**src/rtl/pattern_player_xfill_pkg.sv**
```systemverilog
// Shared types for the non-scan pattern player: X-fill policy and player FSM states.
package pattern_pkg;

    typedef enum logic [1:0] {
        FILL_ZERO = 2'd0,
        FILL_ONE  = 2'd1,
        FILL_ADJ  = 2'd2
    } fill_mode_e;

    typedef enum logic [2:0] {
        ST_IDLE,
        ST_FETCH,
        ST_APPLY,
        ST_SETTLE,
        ST_CAPTURE,
        ST_DONE
    } state_e;

    // Encoding 3 is unused on the host side and behaves as zero-fill.
    function automatic fill_mode_e decode_fill(input logic [1:0] m);
        case (m)
            2'd1:    return FILL_ONE;
            2'd2:    return FILL_ADJ;
            default: return FILL_ZERO;
        endcase
    endfunction

endpackage

```
**src/rtl/pattern_player_xfill_if.sv**
```systemverilog
// Host-side configuration/control port of the pattern player.
interface pattern_player_xfill_if #(
    parameter int NIN  = 5,
    parameter int NOUT = 2,
    parameter int AW   = 4
);
    logic            cfg_we;
    logic [AW-1:0]   cfg_addr;
    logic [NIN-1:0]  cfg_pi;
    logic [NIN-1:0]  cfg_care;
    logic [NOUT-1:0] cfg_xpct;
    logic [NOUT-1:0] cfg_mask;
    logic [AW-1:0]   cfg_last;
    logic [1:0]      fill_mode;
    logic            start;

    modport master (
        output cfg_we, cfg_addr, cfg_pi, cfg_care, cfg_xpct, cfg_mask,
               cfg_last, fill_mode, start
    );

    modport slave (
        input  cfg_we, cfg_addr, cfg_pi, cfg_care, cfg_xpct, cfg_mask,
               cfg_last, fill_mode, start
    );
endinterface

```
**src/rtl/pattern_player_xfill_xfill_unit.sv**
```systemverilog
// Combinational X-fill of a stimulus vector plus flip count against the current drive value.
module xfill_unit
    import pattern_pkg::*;
#(
    parameter int NIN = 5,
    parameter int PW  = 3
) (
    input  logic [NIN-1:0] pi,
    input  logic [NIN-1:0] care,
    input  fill_mode_e     mode,
    input  logic [NIN-1:0] cur,
    output logic [NIN-1:0] nxt,
    output logic [PW-1:0]  flips
);
    logic [NIN-1:0] fillv;

    always_comb begin
        case (mode)
            FILL_ONE: fillv = '1;
            FILL_ADJ: fillv = cur;
            default:  fillv = '0;
        endcase
        nxt   = (pi & care) | (fillv & ~care);
        flips = '0;
        for (int unsigned i = 0; i < NIN; i++) begin
            flips = flips + PW'(nxt[i] ^ cur[i]);
        end
    end
endmodule

```
**src/rtl/pattern_player_xfill.sv**
```systemverilog
// Plays stored non-scan patterns with on-the-fly X-fill, compares responses and
// reports pass/fail, first failing index and the stimulus toggle count.
module pattern_player_xfill
    import pattern_pkg::*;
#(
    parameter int NIN    = 5,
    parameter int NOUT   = 2,
    parameter int DEPTH  = 16,
    parameter int SETTLE = 2,
    parameter int CNT_W  = 16,
    localparam int AW    = $clog2(DEPTH)
) (
    input  logic                 clk,
    input  logic                 rst,
    pattern_player_xfill_if.slave cfg,
    output logic [NIN-1:0]       dut_pi,
    input  logic [NOUT-1:0]      dut_po,
    output logic                 busy,
    output logic                 done,
    output logic [AW-1:0]        pat_idx,
    output logic                 pat_fail,
    output logic [CNT_W-1:0]     fail_count,
    output logic                 first_fail_valid,
    output logic [AW-1:0]        first_fail_idx,
    output logic [CNT_W-1:0]     toggle_count
);
    localparam int PW = $clog2(NIN + 1);
    localparam int SW = $clog2(SETTLE) + 1;
    localparam logic [31:0] LAST_MAX = 32'(DEPTH - 1);
    localparam logic [31:0] CNT_MAX  = (32'd1 << CNT_W) - 32'd1;

    logic [NIN-1:0]  mem_pi   [DEPTH];
    logic [NIN-1:0]  mem_care [DEPTH];
    logic [NOUT-1:0] mem_xpct [DEPTH];
    logic [NOUT-1:0] mem_mask [DEPTH];

    state_e          state, state_n;
    logic [SW-1:0]   settle_cnt;
    logic [AW-1:0]   last_q;
    fill_mode_e      mode_q;
    logic [NIN-1:0]  cur_pi, cur_care;
    logic [NOUT-1:0] cur_xpct, cur_mask;

    logic [NIN-1:0]  fill_nxt;
    logic [PW-1:0]   flips;
    logic            fail;
    logic [31:0]     tog_sum;
    logic [AW-1:0]   last_clip;

    assign busy = (state != ST_IDLE) && (state != ST_DONE);

    always_ff @(posedge clk) begin
        if (!rst && !busy && cfg.cfg_we) begin
            mem_pi[cfg.cfg_addr]   <= cfg.cfg_pi;
            mem_care[cfg.cfg_addr] <= cfg.cfg_care;
            mem_xpct[cfg.cfg_addr] <= cfg.cfg_xpct;
            mem_mask[cfg.cfg_addr] <= cfg.cfg_mask;
        end
    end

    xfill_unit #(.NIN(NIN), .PW(PW)) u_fill (
        .pi    (cur_pi),
        .care  (cur_care),
        .mode  (mode_q),
        .cur   (dut_pi),
        .nxt   (fill_nxt),
        .flips (flips)
    );

    always_comb begin
        fail      = |((dut_po ^ cur_xpct) & cur_mask);
        tog_sum   = 32'(toggle_count) + 32'(flips);
        last_clip = (32'(cfg.cfg_last) > LAST_MAX) ? AW'(LAST_MAX) : cfg.cfg_last;
    end

    always_ff @(posedge clk) begin
        if (rst) state <= ST_IDLE;
        else     state <= state_n;
    end

    always_comb begin
        state_n = state;
        case (state)
            ST_IDLE:    if (cfg.start) state_n = ST_FETCH;
            ST_FETCH:   state_n = ST_APPLY;
            ST_APPLY:   state_n = ST_SETTLE;
            ST_SETTLE:  if (settle_cnt == SW'(SETTLE - 1)) state_n = ST_CAPTURE;
            ST_CAPTURE: state_n = (pat_idx == last_q) ? ST_DONE : ST_FETCH;
            ST_DONE:    state_n = ST_IDLE;
            default:    state_n = ST_IDLE;
        endcase
    end

    always_ff @(posedge clk) begin
        if (rst) begin
            dut_pi           <= '0;
            done             <= 1'b0;
            pat_idx          <= '0;
            pat_fail         <= 1'b0;
            fail_count       <= '0;
            first_fail_valid <= 1'b0;
            first_fail_idx   <= '0;
            toggle_count     <= '0;
            settle_cnt       <= '0;
            last_q           <= '0;
            mode_q           <= FILL_ZERO;
            cur_pi           <= '0;
            cur_care         <= '0;
            cur_xpct         <= '0;
            cur_mask         <= '0;
        end else begin
            pat_fail <= 1'b0;
            case (state)
                ST_IDLE: begin
                    // dut_pi is deliberately left alone so the first pattern fills
                    // and toggles against whatever the previous run left driven.
                    if (cfg.start) begin
                        done             <= 1'b0;
                        pat_idx          <= '0;
                        fail_count       <= '0;
                        first_fail_valid <= 1'b0;
                        first_fail_idx   <= '0;
                        toggle_count     <= '0;
                        last_q           <= last_clip;
                        mode_q           <= decode_fill(cfg.fill_mode);
                    end
                end
                ST_FETCH: begin
                    cur_pi     <= mem_pi[pat_idx];
                    cur_care   <= mem_care[pat_idx];
                    cur_xpct   <= mem_xpct[pat_idx];
                    cur_mask   <= mem_mask[pat_idx];
                    settle_cnt <= '0;
                end
                ST_APPLY: begin
                    dut_pi       <= fill_nxt;
                    toggle_count <= (tog_sum > CNT_MAX) ? '1 : CNT_W'(tog_sum);
                end
                ST_SETTLE: settle_cnt <= settle_cnt + SW'(1);
                ST_CAPTURE: begin
                    if (fail) begin
                        pat_fail <= 1'b1;
                        if (fail_count != '1) fail_count <= fail_count + CNT_W'(1);
                        if (!first_fail_valid) begin
                            first_fail_valid <= 1'b1;
                            first_fail_idx   <= pat_idx;
                        end
                    end
                    if (pat_idx == last_q) done <= 1'b1;
                    else                   pat_idx <= pat_idx + AW'(1);
                end
                default: ;
            endcase
        end
    end
endmodule

```
**src/flat_wrapper.sv**
```systemverilog
// flat-port wrapper written by rule: the top's interface ports become plain ports
module pattern_player_xfill_flat import pattern_pkg::*;
#(
    parameter int NIN    = 5,
    parameter int NOUT   = 2,
    parameter int DEPTH  = 16,
    parameter int SETTLE = 2,
    parameter int CNT_W  = 16,
    localparam int AW    = $clog2(DEPTH)
)
  (clk, rst, dut_pi, dut_po, busy, done, pat_idx, pat_fail, fail_count, first_fail_valid, first_fail_idx, toggle_count, cfg_cfg_we, cfg_cfg_addr, cfg_cfg_pi, cfg_cfg_care, cfg_cfg_xpct, cfg_cfg_mask, cfg_cfg_last, cfg_fill_mode, cfg_start);
  pattern_player_xfill_if #(.NIN(NIN), .NOUT(NOUT), .AW(AW)) cfg_i ();
  input  logic clk;
  input  logic rst;
  output logic [NIN-1:0] dut_pi;
  input  logic [NOUT-1:0] dut_po;
  output logic busy;
  output logic done;
  output logic [AW-1:0] pat_idx;
  output logic pat_fail;
  output logic [CNT_W-1:0] fail_count;
  output logic first_fail_valid;
  output logic [AW-1:0] first_fail_idx;
  output logic [CNT_W-1:0] toggle_count;
  input wire logic [$bits(cfg_i.cfg_we)-1:0] cfg_cfg_we;
  input wire logic [$bits(cfg_i.cfg_addr)-1:0] cfg_cfg_addr;
  input wire logic [$bits(cfg_i.cfg_pi)-1:0] cfg_cfg_pi;
  input wire logic [$bits(cfg_i.cfg_care)-1:0] cfg_cfg_care;
  input wire logic [$bits(cfg_i.cfg_xpct)-1:0] cfg_cfg_xpct;
  input wire logic [$bits(cfg_i.cfg_mask)-1:0] cfg_cfg_mask;
  input wire logic [$bits(cfg_i.cfg_last)-1:0] cfg_cfg_last;
  input wire logic [$bits(cfg_i.fill_mode)-1:0] cfg_fill_mode;
  input wire logic [$bits(cfg_i.start)-1:0] cfg_start;
  assign cfg_i.cfg_we = cfg_cfg_we;
  assign cfg_i.cfg_addr = cfg_cfg_addr;
  assign cfg_i.cfg_pi = cfg_cfg_pi;
  assign cfg_i.cfg_care = cfg_cfg_care;
  assign cfg_i.cfg_xpct = cfg_cfg_xpct;
  assign cfg_i.cfg_mask = cfg_cfg_mask;
  assign cfg_i.cfg_last = cfg_cfg_last;
  assign cfg_i.fill_mode = cfg_fill_mode;
  assign cfg_i.start = cfg_start;
  pattern_player_xfill #(.NIN(NIN), .NOUT(NOUT), .DEPTH(DEPTH), .SETTLE(SETTLE), .CNT_W(CNT_W)) u_core (.clk(clk), .rst(rst), .cfg(cfg_i), .dut_pi(dut_pi), .dut_po(dut_po), .busy(busy), .done(done), .pat_idx(pat_idx), .pat_fail(pat_fail), .fail_count(fail_count), .first_fail_valid(first_fail_valid), .first_fail_idx(first_fail_idx), .toggle_count(toggle_count));
endmodule
```
**config.mk**
```make
export PLATFORM = sky130hd
export DESIGN_NAME = pattern_player_xfill_flat
export DESIGN_NICKNAME = d
export VERILOG_FILES = /design/src/rtl/pattern_player_xfill_pkg.sv /design/src/rtl/pattern_player_xfill_if.sv /design/src/rtl/pattern_player_xfill_xfill_unit.sv /design/src/rtl/pattern_player_xfill.sv /design/src/flat_wrapper.sv
export SDC_FILE = /design/constraint.sdc
export NUM_CORES = 1
export LEC_CHECK = 0
export ABC_AREA = 1
export BUFFER_PORTS_ARGS = -buffer_cell sky130_fd_sc_hd__buf_2
export CORE_MARGIN = 5
export CORE_UTILIZATION = 61
export DETAILED_ROUTE_END_ITERATION = 8
export GPL_ROUTABILITY_DRIVEN = 1
export PLACE_DENSITY_LB_ADDON = 0.05
export REMOVE_ABC_BUFFERS = 1
export SETUP_SLACK_MARGIN = 0.15
export SYNTH_ARGS = -nofsm -noshare
export SYNTH_HDL_FRONTEND = slang
export SYNTH_SLANG_ARGS = --single-unit
```
**constraint.sdc**
```tcl
create_clock -name clk -period 4.3 [get_ports clk]
set_clock_uncertainty 0.05 [all_clocks]
set_input_delay 0.645 -clock clk [delete_from_list [all_inputs] [get_ports clk]]
set_output_delay 0.645 -clock clk [all_outputs]
set_load 0.1 [all_outputs]
```
==> impl_metrics.json, run 1 <==
{
  "cts_htree_levels": 1,
  "postLayoutCellArea_sq_um": 15010,
  "cts_root_buf": "clkbuf_16",
  "std_cell_rows": 53,
  "yosysUniqueCellTypes": 43,
  "synth_warnings": 0,
  "synth_ff_type": "edfxtp_1",
  "grt_max_degree": 56,
  "die-area_sq_um": 24670,
  "start_util": 0.6236,
  "clk_pin_slew_ns": 0.06,
  "p_seq_frac": 0.472,
  "synthTopCellsByCount": "nor2_1, nand2_1, edfxtp_1",
  "num_vias": 9709,
  "synth_top_area_frac": 0.5099,
  "grt_usage": 0.2495,
  "async_reset_ff_frac": 0,
  "drt-total-wl_um": 30810,
  "cp-end-kind": "flip-flop",
  "worstHoldPathType": "in2reg",
  "timing.rr.end": "u_core.toggle_count[13]$_SDFFE_PP0P_",
  "ys_seq_area_frac": 0.6207,
  "synth-edff-count": 224,
  "max-cap-violations": 0,
  "coreArea_sq_um": 21150,
  "antenna_found_initial": 0,
  "synth_area_leaders": "edfxtp_1, dfxtp_1, nor2_1",
  "grt_overflow": 0,
  "gp_congestion": 0.8777,
  "critPathLaunchType": "flip-flop",
  "crit_start": "u_core.mode_q[0]$_SDFFE_PP0P_",
  "p_leak_uw": 0.005884,
  "area_growth_pct": 13.75,
  "grt.busiest_layer": "met2",
  "cp.arrival_ns": 4.30,
  "rrSetupSlack_ns": 0.43,
  "p_int_uw": 5006,
  "reg2reg_depth": 21,
  "endpoint": "u_core.toggle_count[13]$_SDFFE_PP0P_",
  "worstPathRequired_ns": 4.73,
  "hpwl_um": 18930,
  "drv_slew": 0,
  "fmax_mhz": 258.7,
  "swShare": 0.2589,
  "synth_most_common_cell": "nor2_1",
  "power_density_nw_per_um2": 450.2,
  "cts_tree": "built",
  "r2r_start": "u_core.mode_q[0]$_SDFFE_PP0P_",
  "place_ws_ns": 0.1405,
  "hp-start": "cfg_cfg_last[3]",
  "clock_latency_ns": 0.56,
  "grt_use_met1": 0.3603,
  "synth_area_sq_um": 13190,
  "rsz0062_at_grt": "no",
  "power_frac_comb": 0.127,
  "yosysTopAreaCell": "edfxtp_1",
  "path_max_fanout": 5,
  "worstSetupPathType": "reg2reg",
  "io_pins": 79,
  "finalHoldViolations": 0,
  "outcome": "finished, final reports clean",
  "firstDrtPassIters": 8,
  "syn_area_per_cell_sq_um": 9.552,
  "cts_sinks": 297,
  "max-slew-margin-rel": 0.3145,
  "grt_pass1_vias": 8888,
  "ys_seq_elements": 297,
  "grt_pass1_wl_um": 48150,
  "layout_min_cycle_time_ns": 3.865,
  "ant_nets": 0,
  "tns_ns": 0,
  "fin_nets": 1503,
  "drive_gt1_frac": 0.1353,
  "met3_usage": 0.02997,
  "ctsLongestPathBuffers": 3,
  "max-vdd-ir-drop_mv": 0.4024,
  "drt_iter0_markers": 857,
  "port_buffers": 78,
  "drc_errors": 0,
  "p_sw_uw": 1749,
  "setup_viol": 0,
  "postSynthCellCount": 1381,
  "cts_buffers": 31,
  "die_y_um": 157.1,
  "tightest_slew_ns": 1.027,
  "finalWorstSetupSlack_ns": 0.4350,
  "hold_buffers": 0,
  "placed_cell_area_sq_um": 13880,
  "use_met2": 0.4060,
  "via_per_inst": 5.510,
  "finalCritPeriodShare": 0.8988,
  "clkPwrFrac": 0.402,
  "wl_per_cell_um": 17.49,
  "dieWidth_um": 157.1
}
cell families (layout without fill, tap and decap cells):
kind of cell    after synthesis  after routing  synth area share
flops                       297            297            0.6207
buf+inv                     213            318           0.06469
fa+ha+maj                    12             12           0.01309
other cells                   0              1                 0
simple gates                651            651            0.2098
xor+xnor                     15             15          0.009960
compound gates              193            193           0.08176
layer usage:
| metal | up-vias | share of wire |
|---|---|---|
| met2 | 363 | 0.47 |
| li1 | 4796 | - |
| met4 | 0 | 0.027 |
| met3 | 67 | 0.077 |
| met5 | - | 0 |
| met1 | 4483 | 0.43 |
final cells by class:
type | instances | area [sq um]
timing repair buffer | 112 | 658.1
multi-input combinational | 871 | 4184
sequential | 297 | 8193
fill | 1588 | 6148
inverter | 148 | 558.0
clock inverter | 16 | 175.2
clock buffer | 42 | 890.9
tap | 275 | 344.1
antenna | 1 | 2.502
state kept, by name (all words and copies together) (netlist names), 5 cells and up:
| name | flops |
|---|---|
| u_core.mem_care | 80 |
| u_core.cur_care | 5 |
| u_core.mem_mask | 32 |
| u_core.dut_pi | 5 |
| u_core.toggle_count | 16 |
| u_core.fail_count | 16 |
| u_core.mem_pi | 80 |
| u_core.mem_xpct | 32 |
| u_core.cur_pi | 5 |
critical path, stage by stage, from the launching register on:
cell and delay [ns]:
dfxtp_2 0.33, inv_1 0.05, ha_1 0.30, inv_2 0.10
nand3_1 0.10, o21ai_2 0.09, xor2_1 0.23, fa_1 0.47
fa_1 0.53, ha_2 0.18, inv_1 0.05, fa_1 0.35
inv_1 0.07, nand2_1 0.07, nand2_2 0.11, nand2_4 0.08
nor2_4 0.11, nand2_2 0.08, nor2_4 0.13, buf_4 0.15
nor2_1 0.04, a21oi_1 0.12
power groups by stage:
| stage | clock [uW] | sequential, uW | combinational, uW |
|---|---|---|---|
| 3_3_place_gp | 0 | 3240 | 832 |
| 2_1_floorplan | 0 | 3360 | 483 |
| 3_5_place_dp | 0 | 3250 | 841 |
| 5_1_grt | 2880 | 3190 | 953 |
| 4_1_cts | 2750 | 3180 | 850 |
| 6_report | 2710 | 3190 | 855 |
how the worst min path moves through the flow:
stage,end,slack (ns),depth (start not counted)
2_1_floorplan,u_core.settle_cnt[0]$_SDFFE_PP0P_,0.38,1
3_5_place_dp,u_core.first_fail_idx[2]$_SDFFE_PP0P_,0.41,2
4_1_cts,u_core.last_q[3]$_SDFFE_PP0P_,0.24,3
3_3_place_gp,u_core.settle_cnt[0]$_SDFFE_PP0P_,0.40,1
6_report,u_core.last_q[3]$_SDFFE_PP0P_,0.26,3
5_1_grt,u_core.last_q[1]$_SDFFE_PP0P_,0.26,3
placed cells by master (no fill, tap or decap), drive strengths merged:
cell type  instances
a211oi             1
a21oi             44
a22oi              2
a2bb2oi            1
a31oi              6
and2               1
buf              112
bufinv             3
clkbuf            42
clkinv            10
clkinvlp           2
dfxtp             73
diode              1
edfxtp           224
fa                 3
ha                 9
inv              149
nand2            238
nand3            147
nand3b             1
nand4             13
nor2             243
nor3               6
nor3b              1
o211ai            29
o21a               2
o21ai            104
o21bai             3
o22ai              1
or2                1
xnor2              2
xor2              13
repair_timing:
| action | 4_1_cts | 5_1_grt |
|---|---|---|
| resized for setup | 0 | 16 |
| setup endpoints to repair | 4 | 16 |
| buffers inserted | 2 | 1 |
| pin swaps | 1 | 6 |
metrics by stage:
step	util	hold WS, ns	cells	power (uW)
after floorplan	-	0.3808	1316	3839
after global placement	0.6561	0.3964	1700	4075
after detailed placement	0.6561	0.4082	1700	4087
after CTS	0.7072	0.2440	1760	6787
after global routing	0.7092	0.2613	1761	7024
final	0.7094	0.2617	1762	6755
Note: power is estimated with default switching activity, not from simulation.
==> run 2: changes to the inputs <==
--- a/config.mk
+++ b/config.mk
@@ -5,12 +5,12 @@
 export SDC_FILE = /design/constraint.sdc
 export NUM_CORES = 1
 export LEC_CHECK = 0
-export ABC_AREA = 1
 export BUFFER_PORTS_ARGS = -buffer_cell sky130_fd_sc_hd__buf_2
 export CORE_MARGIN = 5
-export CORE_UTILIZATION = 61
+export CORE_UTILIZATION = 60
 export DETAILED_ROUTE_END_ITERATION = 8
 export GPL_ROUTABILITY_DRIVEN = 1
+export MAX_ROUTING_LAYER = met4
 export PLACE_DENSITY_LB_ADDON = 0.05
 export REMOVE_ABC_BUFFERS = 1
 export SETUP_SLACK_MARGIN = 0.15
==> run 2 against run 1 <==
  * Sequential share of layout area is 3.9 points higher
  * Critical endpoint is now u_core.toggle_count[12]$_SDFFE_PP0P_
  * Register-to-register slack worse by 0.09 ns
  * Critical path type unchanged
  * Clock-buffer cell count is 5 lower
==> impl_metrics.json, run 2 <==
{
  "drive_gt1_frac": 0.2680,
  "drt_iter0_markers": 511,
  "clock_latency_ns": 0.55,
  "synth-edff-count": 224,
  "cts_root_buf": "clkbuf_16",
  "fillCellCount": 1351,
  "p_seq_frac": 0.536,
  "grt_usage": 0.2388,
  "synth_ff_type": "edfxtp_1",
  "ctsLongestPathBuffers": 3,
  "finalCritPeriodShare": 0.9198,
  "drv_slew": 0,
  "ys_seq_area_frac": 0.6725,
  "timing.rr.end": "u_core.toggle_count[12]$_SDFFE_PP0P_",
  "layout_min_cycle_time_ns": 3.955,
  "cts_buffers": 30,
  "rrSetupSlack_ns": 0.34,
  "postSynthCellCount": 796,
  "crit_slowest_cell": "fa_1",
  "hold_buffers": 0,
  "worstSetupPathType": "reg2reg",
  "wl_per_cell_um": 22.82,
  "swShare": 0.2126,
  "synth_top_area_frac": 0.5525,
  "synth_area_leaders": "edfxtp_1, dfxtp_1, mux4_2",
  "p_sw_uw": 1244,
  "fmax_mhz": 252.8,
  "cpLargestDelayFamily": "adder cells",
  "path_max_fanout": 5,
  "hold_path_depth": 3,
  "io_pins": 79,
  "dieWidth_um": 152.5,
  "cp-end-kind": "flip-flop",
  "syn_area_per_cell_sq_um": 15.30,
  "synth_area_sq_um": 12180,
  "antenna_found_initial": 0,
  "place_ws_ns": 0.1585,
  "p_int_uw": 4608,
  "grt_max_degree": 61,
  "rsz0062_at_grt": "no",
  "die_y_um": 152.5,
  "grt_overflow": 0,
  "outcome": "finished, final reports clean",
  "clkPwrFrac": 0.419,
  "yosysUniqueCellTypes": 60,
  "cts_sinks": 297,
  "hp-start": "cfg_cfg_last[1]",
  "std_cell_rows": 52,
  "area_growth_pct": 15.05,
  "cts_htree_levels": 1,
  "crit_start": "u_core.mode_q[0]$_SDFFE_PP0P_",
  "start_util": 0.6056,
  "worstHoldPathType": "in2reg",
  "via_per_inst": 6.252,
  "cp_common_cell": "fa_1",
  "num_vias": 7427,
  "crit_buf_inv": 3,
  "worstPathCellList": "inv_1 -> ha_2 -> nor3_2 -> a21oi_2 -> xnor2_2 -> fa_1 -> fa_1 -> ha_1 -> inv_1 -> fa_1 -> nand2b_1 -> a21oi_2 -> buf_4 -> a31oi_1 -> o21ai_1 -> a31oi_1",
  "hpwl_um": 16670,
  "ant_nets": 0,
  "grt_pass1_vias": 7561,
  "largestRegisters": "u_core.mem_care x80, u_core.mem_pi x80",
  "reg2reg_depth": 16,
  "final_common_cell": "edfxtp_1",
  "firstDrtPassIters": 4,
  "max-cap-violations": 0,
  "tightest_slew_ns": 0.8981,
  "synth_most_common_cell": "edfxtp_1",
  "r2r_start": "u_core.mode_q[0]$_SDFFE_PP0P_",
  "port_buffers": 78,
  "min_to": "u_core.last_q[1]$_SDFFE_PP0P_",
  "power_frac_comb": 0.045,
  "max-vdd-ir-drop_mv": 0.3388,
  "slowest_delay_ns": 0.52,
  "synthTopCellsByCount": "edfxtp_1, dfxtp_1, mux4_2",
  "antennaDiodeCount": 0,
  "ys_seq_elements": 297,
  "p_leak_uw": 0.004635,
  "drt-total-wl_um": 27110,
  "grt_pass1_wl_um": 42620,
  "drc_errors": 0,
  "finalNonFillerCells": 1188,
  "finalHoldViolations": 0,
  "coreArea_sq_um": 20100,
  "synth_warnings": 0,
  "layout_common_cells": "edfxtp_1, buf_2, dfxtp_1",
  "tns_ns": 0,
  "cp.arrival_ns": 4.31,
  "power_density_nw_per_um2": 417.8,
  "die-area_sq_um": 23240,
  "max-slew-margin-rel": 0.4012,
  "yosysTopAreaCell": "edfxtp_1",
  "gp_congestion": 0.8475,
  "critPathLaunchType": "flip-flop",
  "fin_nets": 937,
  "worstPathRequired_ns": 4.66,
  "clk_pin_slew_ns": 0.06,
  "finalWorstSetupSlack_ns": 0.3447,
  "async_reset_ff_frac": 0,
  "numPlacedInstances": 1133,
  "setup_viol": 0,
  "cts_tree": "built"
}
[run 2: timing repair]
action                                  4_1_cts  5_1_grt
setup buffers                                 0        0
pin swaps                                     0        3
gates resized for setup                       1       15
endpoints found under the hold margin         0        0
endpoints found under the setup margin        1       15
[run 2: power groups by stage]
| stage | logic (uW) | clock network, uW | registers (uW) |
|---|---|---|---|
| 2_1_floorplan | 116 | 0 | 3230 |
| 3_3_place_gp | 249 | 0 | 3190 |
| 3_5_place_dp | 260 | 0 | 3190 |
| 4_1_cts | 262 | 2490 | 3130 |
| 5_1_grt | 289 | 2630 | 3140 |
| 6_report | 265 | 2450 | 3140 |
[run 2: routing by layer]
| layer | vias up | global-route usage | wire length (um) |
|---|---|---|---|
| met5 | - | - | 0 |
| met4 | 0 | 0.04370 | 324 |
| met3 | 35 | 0.04005 | 1765 |
| met2 | 267 | 0.3939 | 13600 |
| met1 | 3773 | 0.3236 | 11410 |
| li1 | 3352 | - | - |
[run 2: cell type report]
type / instances / area [sq um] / share of cell area
Sequential cell: 297 / 8194 / 0.5849
Multi-Input combinational cell: 445 / 3864 / 0.2758
Clock buffer: 37 / 798.3 / 0.05698
Timing Repair Buffer: 109 / 635.6 / 0.04537
Tap cell: 270 / 337.8 / 0.02412
Clock inverter: 18 / 133.9 / 0.009557
Inverter: 12 / 45.04 / 0.003215
[run 2: per-stage QoR]
step	hold slack (ns)	total power, uW	area [sq um]	utilization
CTS	0.2675	5881	13950	0.6937
global placement	0.3884	3441	13010	0.6471
detailed placement	0.4072	3454	13010	0.6471
floorplan	0.3758	3342	12000	-
global route	0.2791	6055	14010	0.6968
finish	0.2833	5853	14010	0.6968
[run 2: worst max-delay path by stage]
stage          cells after the start                                   end
6_report                          16  u_core.toggle_count[12]$_SDFFE_PP0P_
5_1_grt                           16  u_core.toggle_count[12]$_SDFFE_PP0P_
4_1_cts                           17  u_core.toggle_count[12]$_SDFFE_PP0P_
3_5_place_dp                      17  u_core.toggle_count[12]$_SDFFE_PP0P_
2_1_floorplan                     13   u_core.toggle_count[3]$_SDFFE_PP0P_
3_3_place_gp                      16  u_core.toggle_count[12]$_SDFFE_PP0P_
[run 2: worst min-delay path: stages]
cell	delay [ns]
buf_2	0.10
nand2_1	0.04
a21oi_1	0.05
[run 2: kinds of logic (layout without fill, tap and decap cells)]
logic type | Yosys count | in the layout | share of synthesized area
flops | 297 | 297 | 0.6725
simple gates | 193 | 193 | 0.08211
mux | 88 | 88 | 0.1302
fa+ha+maj | 12 | 12 | 0.01418
buf+inv | 54 | 176 | 0.01798
xor+xnor | 12 | 12 | 0.008632
compound gates | 140 | 140 | 0.07440
